## config.mk

```make
export PLATFORM = sky130hd
export DESIGN_NAME = mem_arbiter
export DESIGN_NICKNAME = d
export VERILOG_FILES = /design/src/rtl/mem_arbiter.sv
export SDC_FILE = /design/constraint.sdc
export NUM_CORES = 1
export LEC_CHECK = 0
export BUFFER_PORTS_ARGS = -buffer_cell sky130_fd_sc_hd__buf_4
export CORE_MARGIN = 10
export CORE_UTILIZATION = 40
export CTS_BUF_LIST = sky130_fd_sc_hd__clkbuf_2 sky130_fd_sc_hd__clkbuf_4 sky130_fd_sc_hd__clkbuf_8
export CTS_CLUSTER_SIZE = 12
export DETAILED_ROUTE_END_ITERATION = 10
export PLACE_DENSITY = 0.76
export SYNTH_ARGS = -nofsm -noshare
export SYNTH_HDL_FRONTEND = slang
export SYNTH_SLANG_ARGS = --single-unit
```

## constraint.sdc

```tcl
create_clock -name clk -period 4.3 [get_ports clk]
set_input_delay 0.43 -clock clk [delete_from_list [all_inputs] [get_ports clk]]
set_output_delay 0.43 -clock clk [all_outputs]
set_load 0.02 [all_outputs]
```

## src/rtl/mem_arbiter.sv

```systemverilog
// mem_arbiter
// Arbitrates a processor's instruction-fetch port and data port onto a single
// registered memory request channel. Ties are broken round-robin. Each access
// runs IDLE -> BUSY_x -> RESP -> IDLE. A watchdog counter aborts an access
// that the memory never acknowledges.
//
// Ports
//   clk       sole clock, rising edge
//   reset     asynchronous, active-low
//   if_req    fetch request; if_addr is the fetch address
//   if_rdata  fetched word, held between accesses
//   if_ready  one-cycle fetch completion pulse
//   d_req     data request; d_we/d_addr/d_wdata describe the access
//   d_rdata   load data (0 for stores), held between accesses
//   d_ready   one-cycle data completion pulse
//   m_req/m_we/m_addr/m_wdata  registered memory request
//   m_rdata   memory read data, sampled with m_ack
//   m_ack     single-cycle memory completion
//   stall     combinational processor hold
//   err       one-cycle pulse alongside ready when an access timed out
module mem_arbiter #(
   parameter int TIMEOUT_CYC = 16
) (
   input  logic        clk,
   input  logic        reset,
   input  logic        if_req,
   input  logic [31:0] if_addr,
   output logic [31:0] if_rdata,
   output logic        if_ready,
   input  logic        d_req,
   input  logic        d_we,
   input  logic [31:0] d_addr,
   input  logic [31:0] d_wdata,
   output logic [31:0] d_rdata,
   output logic        d_ready,
   output logic        m_req,
   output logic        m_we,
   output logic [31:0] m_addr,
   output logic [31:0] m_wdata,
   input  logic [31:0] m_rdata,
   input  logic        m_ack,
   output logic        stall,
   output logic        err
);

   localparam logic [1:0] S_IDLE    = 2'd0;
   localparam logic [1:0] S_BUSY_IF = 2'd1;
   localparam logic [1:0] S_BUSY_D  = 2'd2;
   localparam logic [1:0] S_RESP    = 2'd3;

   localparam logic [7:0] TO_LIM = 8'(TIMEOUT_CYC);

   logic [1:0]  state_q, state_d;
   logic        m_req_q, m_req_d;
   logic        m_we_q, m_we_d;
   logic [31:0] m_addr_q, m_addr_d;
   logic [31:0] m_wdata_q, m_wdata_d;
   logic        if_ready_q, if_ready_d;
   logic        d_ready_q, d_ready_d;
   logic        err_q, err_d;
   logic [31:0] if_rdata_q, if_rdata_d;
   logic [31:0] d_rdata_q, d_rdata_d;
   logic [7:0]  cnt_q, cnt_d;
   // 1 = data port won the most recent grant, 0 = fetch port
   logic        last_grant_q, last_grant_d;

   always_comb begin
      state_d      = state_q;
      m_req_d      = m_req_q;
      m_we_d       = m_we_q;
      m_addr_d     = m_addr_q;
      m_wdata_d    = m_wdata_q;
      if_ready_d   = 1'b0;
      d_ready_d    = 1'b0;
      err_d        = 1'b0;
      if_rdata_d   = if_rdata_q;
      d_rdata_d    = d_rdata_q;
      cnt_d        = cnt_q;
      last_grant_d = last_grant_q;

      case (state_q)
         S_IDLE: begin
            // Fetch wins when alone, or on a tie if data went last
            if (if_req && (!d_req || last_grant_q)) begin
               state_d      = S_BUSY_IF;
               m_req_d      = 1'b1;
               m_we_d       = 1'b0;
               m_addr_d     = if_addr;
               m_wdata_d    = 32'd0;
               cnt_d        = 8'd1;
               last_grant_d = 1'b0;
            end else if (d_req) begin
               state_d      = S_BUSY_D;
               m_req_d      = 1'b1;
               m_we_d       = d_we;
               m_addr_d     = d_addr;
               m_wdata_d    = d_wdata;
               cnt_d        = 8'd1;
               last_grant_d = 1'b1;
            end
         end

         S_BUSY_IF, S_BUSY_D: begin
            // An ack in the final allowed cycle still counts as success
            if (m_ack) begin
               state_d = S_RESP;
               m_req_d = 1'b0;
               cnt_d   = 8'd0;
               if (state_q == S_BUSY_IF) begin
                  if_ready_d = 1'b1;
                  if_rdata_d = m_rdata;
               end else begin
                  d_ready_d = 1'b1;
                  d_rdata_d = m_we_q ? 32'd0 : m_rdata;
               end
            end else if (cnt_q == TO_LIM) begin
               state_d = S_RESP;
               m_req_d = 1'b0;
               cnt_d   = 8'd0;
               err_d   = 1'b1;
               if (state_q == S_BUSY_IF) begin
                  if_ready_d = 1'b1;
                  if_rdata_d = 32'd0;
               end else begin
                  d_ready_d = 1'b1;
                  d_rdata_d = 32'd0;
               end
            end else begin
               cnt_d = cnt_q + 8'd1;
            end
         end

         // Bubble cycle: no grant while ready is visible
         default: begin
            state_d = S_IDLE;
         end
      endcase
   end

   always_ff @(posedge clk or negedge reset) begin
      if (!reset) begin
         state_q      <= S_IDLE;
         m_req_q      <= 1'b0;
         m_we_q       <= 1'b0;
         m_addr_q     <= 32'd0;
         m_wdata_q    <= 32'd0;
         if_ready_q   <= 1'b0;
         d_ready_q    <= 1'b0;
         err_q        <= 1'b0;
         if_rdata_q   <= 32'd0;
         d_rdata_q    <= 32'd0;
         cnt_q        <= 8'd0;
         last_grant_q <= 1'b1;
      end else begin
         state_q      <= state_d;
         m_req_q      <= m_req_d;
         m_we_q       <= m_we_d;
         m_addr_q     <= m_addr_d;
         m_wdata_q    <= m_wdata_d;
         if_ready_q   <= if_ready_d;
         d_ready_q    <= d_ready_d;
         err_q        <= err_d;
         if_rdata_q   <= if_rdata_d;
         d_rdata_q    <= d_rdata_d;
         cnt_q        <= cnt_d;
         last_grant_q <= last_grant_d;
      end
   end

   assign m_req    = m_req_q;
   assign m_we     = m_we_q;
   assign m_addr   = m_addr_q;
   assign m_wdata  = m_wdata_q;
   assign if_ready = if_ready_q;
   assign d_ready  = d_ready_q;
   assign err      = err_q;
   assign if_rdata = if_rdata_q;
   assign d_rdata  = d_rdata_q;
   assign stall    = (if_req & ~if_ready_q) | (d_req & ~d_ready_q);

endmodule

```

### Word level (Yosys, flattened, before mapping)

Cells that the tools add are included.

| storage, ports and cells | value |
|---|---|
| output and inout port bits | 134 |
| input bits | 134 |
| register bits | 144 |
| word-level logic and storage cells | 80 |

| operators by class | value |
|---|---|
| mux-type cells | 42 |
| reduce and logical (&&, ||, !) cells | 14 |
| $add $sub $neg | 1 |
| bitwise logic cells | 6 |
| eq/ne operators | 5 |

Operator list:

| cell | number |
|---|---|
| 2-to-1 mux 32 bit | 13 |
| 2-to-1 mux 8 bit | 4 |
| 2-to-1 mux 1 bit | 18 |
| case mux 8 bit (2 select lines) | 1 |
| AND reduction 3 bit | 3 |
| adder 8 x 1 -> 8 bit (second input constant) | 1 |
| == test 8 x 5 -> 1 bit (second input constant) | 1 |
| 2-to-1 mux 2 bit | 4 |
| != test 3 bit (second input constant) | 2 |
| AND reduction 2 bit | 3 |
| nonzero test 2 bit | 3 |
| case mux 2 bit (2 select lines) | 1 |
| NOT 1 bit | 3 |
| bitwise AND 1 bit | 2 |
| == test 2 x 1 -> 1 bit (second input constant) | 1 |
| == test 2 bit (second input constant) | 1 |
| zero test 2 bit | 1 |
| case mux 1 bit (2 select lines) | 1 |
| OR reduction 2 bit | 1 |
| logical AND 1 bit | 1 |
| zero test 1 bit | 1 |
| logical OR 1 bit | 1 |
| OR 1 bit | 1 |

### Depth between registers and ports, before layout

| logic depth | value |
|---|---|
| depth after elaboration | 5 |
| depth in mapped cells | 7 |
| depth with buffers taken out | 6 |

### Worst setup path after synthesis

Ideal clock, no wire load.

| timing path | value |
|---|---|
| path kind | register to register |
| start point | register state_q[0] |
| end point | register state_q[0] |
| cell stages (with the launch flop) | 7 |
| data required time | 4.175 ns |
| clock period less this slack | 1.661 ns |
| path buffers | 1 |
| setup time | 0.125 ns |
| data arrival time | 1.536 ns |
| slack | 2.639 ns |
| path through | dfrtp_1 inv_1 ha_1 buf_4 nor2b_1 a21oi_1 mux2_2 |

| between the ends | value |
|---|---|
| longest elaborated chain between the ends | 4 |
| elaborated cells on any way between the ends | 8 |
| classes of those cells | 4 x eq/ne; 1 x mux; 3 x reduce/logical |

RTL lines:

| item | RTL line | text |
|---|---|---|
| start: declaration | 53 | `logic [1:0] state_q, state_d;` |
| start signal: assignment | 155 | `state_q <= state_d;` |
| == test 2 x 1 -> 1 bit / == test 2 bit (equally long branches) | 81 | `case (state_q)` |
| OR reduction 2 bit | 81 |  |
| != test 3 bit (no line) | n/a |  |
| AND reduction 2 bit (no line) | n/a |  |

Several ways; a longest one is shown, not always the timed one.
A chain may end at the register's enable or synchronous reset.

### Worst setup path after layout

| timing path | value |
|---|---|
| start point | register state_q[0] |
| end point | register d_rdata_q[15] (netlist: d_rdata[15]) |

| between the ends | value |
|---|---|
| longest elaborated chain between the ends | 3 |
| elaborated cells on any way between the ends | 5 |
| classes of those cells | 2 x eq/ne; 1 x bitwise; 2 x reduce/logical |

RTL lines:

| item | RTL line | text |
|---|---|---|
| == test 2 x 1 -> 1 bit / == test 2 bit (equally long branches) | 81, 109, 121 |  |
| OR reduction 2 bit / NOT 1 bit (equally long branches) | n/a |  |
| AND reduction 3 bit (no line) * | n/a |  |
| end signal: assignment | 164 | `d_rdata_q <= d_rdata_d;` |
| end: declaration | 62 | `logic [31:0] d_rdata_q, d_rdata_d;` |

Mark *: on every way between the ends. The rest lies on a longest branch, timed or not.

==> results.yml <==
run_status:
  status: "finished, final reports clean"
logic_synthesis:
  synth_area_sq_mm: 0.005768
  synthTopCellsByArea: "dfrtp_1 62%, a22o_1 15%, mux2i_1 5.7%, o21ai_0 3.0%, nand2_1 2.3%"
  synthCells: 439
  synth_flop_cell: "dfrtp_1"
  synth.largest_area_cell: "dfrtp_1"
  synth_top_area_share_pct: 62.04
  async_flop_share_pct: 100.0
  ys_ff_latch: 144
  yosys.area_share.simple_pct: 6.161
  postSynthAreaPerCell_sq_um: 13.14
  synth_edf_count: 0
  syn_nets: 578
  synth_compound_area_share_pct: 19.52
  yosysSeqAreaShare_pct: 62.49
  synthAdderAreaFrac_pct: 1.085
  synth_cell_types: 43
  synth_xor_area_share_pct: 0.9111
  synth_top_family_by_area: "compound AO/OA/AOI/OAI gates"
  yosys_warnings: 0
  synth_mux_area_share_pct: 5.922
timing:
  finalHoldViolCount: 0
  holdWs_ns: 0.2089
  setup_ws_ns: 1.855
  report.final.slew_viol_count: 0
  fin_crit_ns: 2.445
  finalClockSkew_ns: 0.01044
  fmax_ghz: 0.4089
  timing.setup.tns_ns: 0
  rsz0062_at_grt: "false"
  setup_viol: 0
  relSlewSlack_pct: 10.67
  tightest_slew_ns: 1.340
  fin_crit_sh_pct: 56.87
worst_setup_path:
  worstPathArrival_ns: 2.81
  start_kind: "flop"
  cp_data_required_time_ns: 4.66
  endpoint_kind: "flop"
  path_class: "flop to flop"
  critPathMaxFanout: 32
detailed_routing:
  wirelength_um: 18460
  vias_per_cell: 5.219
  num_vias: 4655
  drt_iter0_markers: 216
  wire_per_inst_um: 20.70
  drt_first_pass_iters: 4
  ant_nets: 0
  route.detailed.drc: 0
clocking:
  cts_made_buffers: 17
  cts_tree: "yes"
  clock_path_buffers: 2
  insertion_delay_ns: 0.43
  clk_pin_slew_worst_paths_ns: 0.08
  h-tree-depth: 4
  cts_resized: 0
  cts_sinks: 144
  cts_root_buf: "clkbuf_8"
floorplanning:
  die_y_um: 140.1
  dieArea_sq_mm: 0.01962
  fp-row-count: 43
  die_w_um: 140.1
  fp.coreArea_sq_mm: 0.01399
  io_pins: 268
  start_util_pct: 41.23
placement:
  numPortBuffers: 267
  dp_slack_ns: 1.840
  gp_congestion: 0.8984
  place_area_sq_mm: 0.007850
  dp_hpwl_um: 13800
  placed_cells: 859
grt:
  overflow: 0
  grtUsageTotal_pct: 18.39
  antenna_found_initial: 0
  grt_pass1_wl_um: 28630
  grt_max_degree: 100
  grt_pass1_vias: 4960
cells_and_area:
  synthToLayoutAreaGrowth_pct: 44.27
  final_area_sq_mm: 0.008322
  layout-drive-gt1-share_pct: 44.24
  nFillCells: 1131
  nNetsFinal: 838
  antennaDiodeCount: 0
  final_cells: 892
pwr:
  power_leakage_uw: 0.004314
  ir_drop_mv: 0.3602
  power_density_mw_per_mm2: 791.1
run:
  max_cap_viol_count: 0
worst_hold_path:
  holdCritPathClass: "input pin to flop"
[worst paths after layout]
kind | cells past startpoint | endpoint | slack [ns] | start
max | 5 | d_rdata[15] | 1.85 | state_q[0]
min | 2 | m_wdata[26] | 0.21 | d_wdata[26]
max reg2reg | 5 | d_rdata[15] | 1.85 | state_q[0]
min reg2reg | 2 | m_addr[11] | 0.49 | m_addr[11]
max in group asynchronous | 3 | m_addr[25] | 2.82 | reset
min in group asynchronous | 2 | state_q[0] | 0.45 | reset
[sequential cells by signal, indices dropped and copies added (netlist names), 2 cells and up]
name,flops
cnt_q,8
d_rdata,32
if_rdata,32
m_addr,32
m_wdata,32
state_q,2
[through the flow]
step	util, %	total power, uW
3_5_place_dp	56.12	5426
4_1_cts	59.49	6677
3_3_place_gp	56.12	5319
2_1_floorplan	-	4062
5_1_grt	59.49	6980
6_report	59.49	6583
[power by group]
part | total (uW) | switching [uW] | leakage (uW) | internal (uW)
sequential | 2310 | 372 | 0.00183 | 1940
clock | 1230 | 494 | 0.000232 | 731
combinational | 3050 | 1700 | 0.00225 | 1350
[timing repair]
item | CTS | global route
hold endpoints to repair | 33 | 0
hold buffers | 1 | 0
setup buffers | 0 | 0
[layout by cell type, fill, tap and decap left out, types with 4 or more instances in the layout]
cell type,n
a22o_1,97
buf_4,270
bufinv_16,5
clkbuf_8,19
clkinv_2,4
dfrtp_1,143
ha_1,5
inv_1,8
mux2i_1,33
nand2_1,36
nor2_1,9
o21ai_0,34
xnor2_1,6
[cell usage after synthesis, types with 2 or more instances]
library cell  count
a21oi_1           2
a22o_1           97
and3_1            2
buf_2             9
buf_4             4
buf_6             7
clkbuf_1         11
dfrtp_1         143
ha_1              5
inv_1             8
mux2i_1          33
nand2_1          36
nand3_1           3
nor2_1            9
nor2b_1           2
nor3_1            2
o21ai_0          34
o22ai_1           2
xnor2_1           6
[routing by layer]
| metal | vias up | global-route usage [%] | part of all wire (%) |
|---|---|---|---|
| met5 | - | 0 | 0 |
| met4 | 0 | 5.598 | 1.1 |
| met3 | 13 | 7.268 | 9.1 |
| met2 | 235 | 28.09 | 46 |
| met1 | 2281 | 23.51 | 44 |
| li1 | 2126 | - | - |
[critical path, stage by stage (launching register included)]
cell     delay, ns
dfrtp_1       0.39
inv_1         0.06
ha_1          0.51
nand2_1       0.15
nor3_4        0.97
a22o_1        0.27
[area by class of cell]
type | count | area (sq um) | share of cell area, %
flip-flops and latches | 144 | 3605 | 43.32
repair buffers | 272 | 2048 | 24.61
multi-input cells | 256 | 1952 | 23.46
clock buffers | 21 | 276.5 | 3.323
well taps | 180 | 225.2 | 2.706
clock inverters | 11 | 185.2 | 2.225
inverters | 8 | 30.03 | 0.3608
[cells by family (layout without fill, tap and decap cells)]
kind of cell,Yosys count,in the layout
AOI/OAI and AO/OA,145,145
DFF,144,144
and+or+nand+nor,66,66
buffers and inverters,39,312
muxes,34,34
xor gates and xnor gates,6,6
adders and majority gates,5,5
Note: power is estimated with default switching activity, not from simulation.
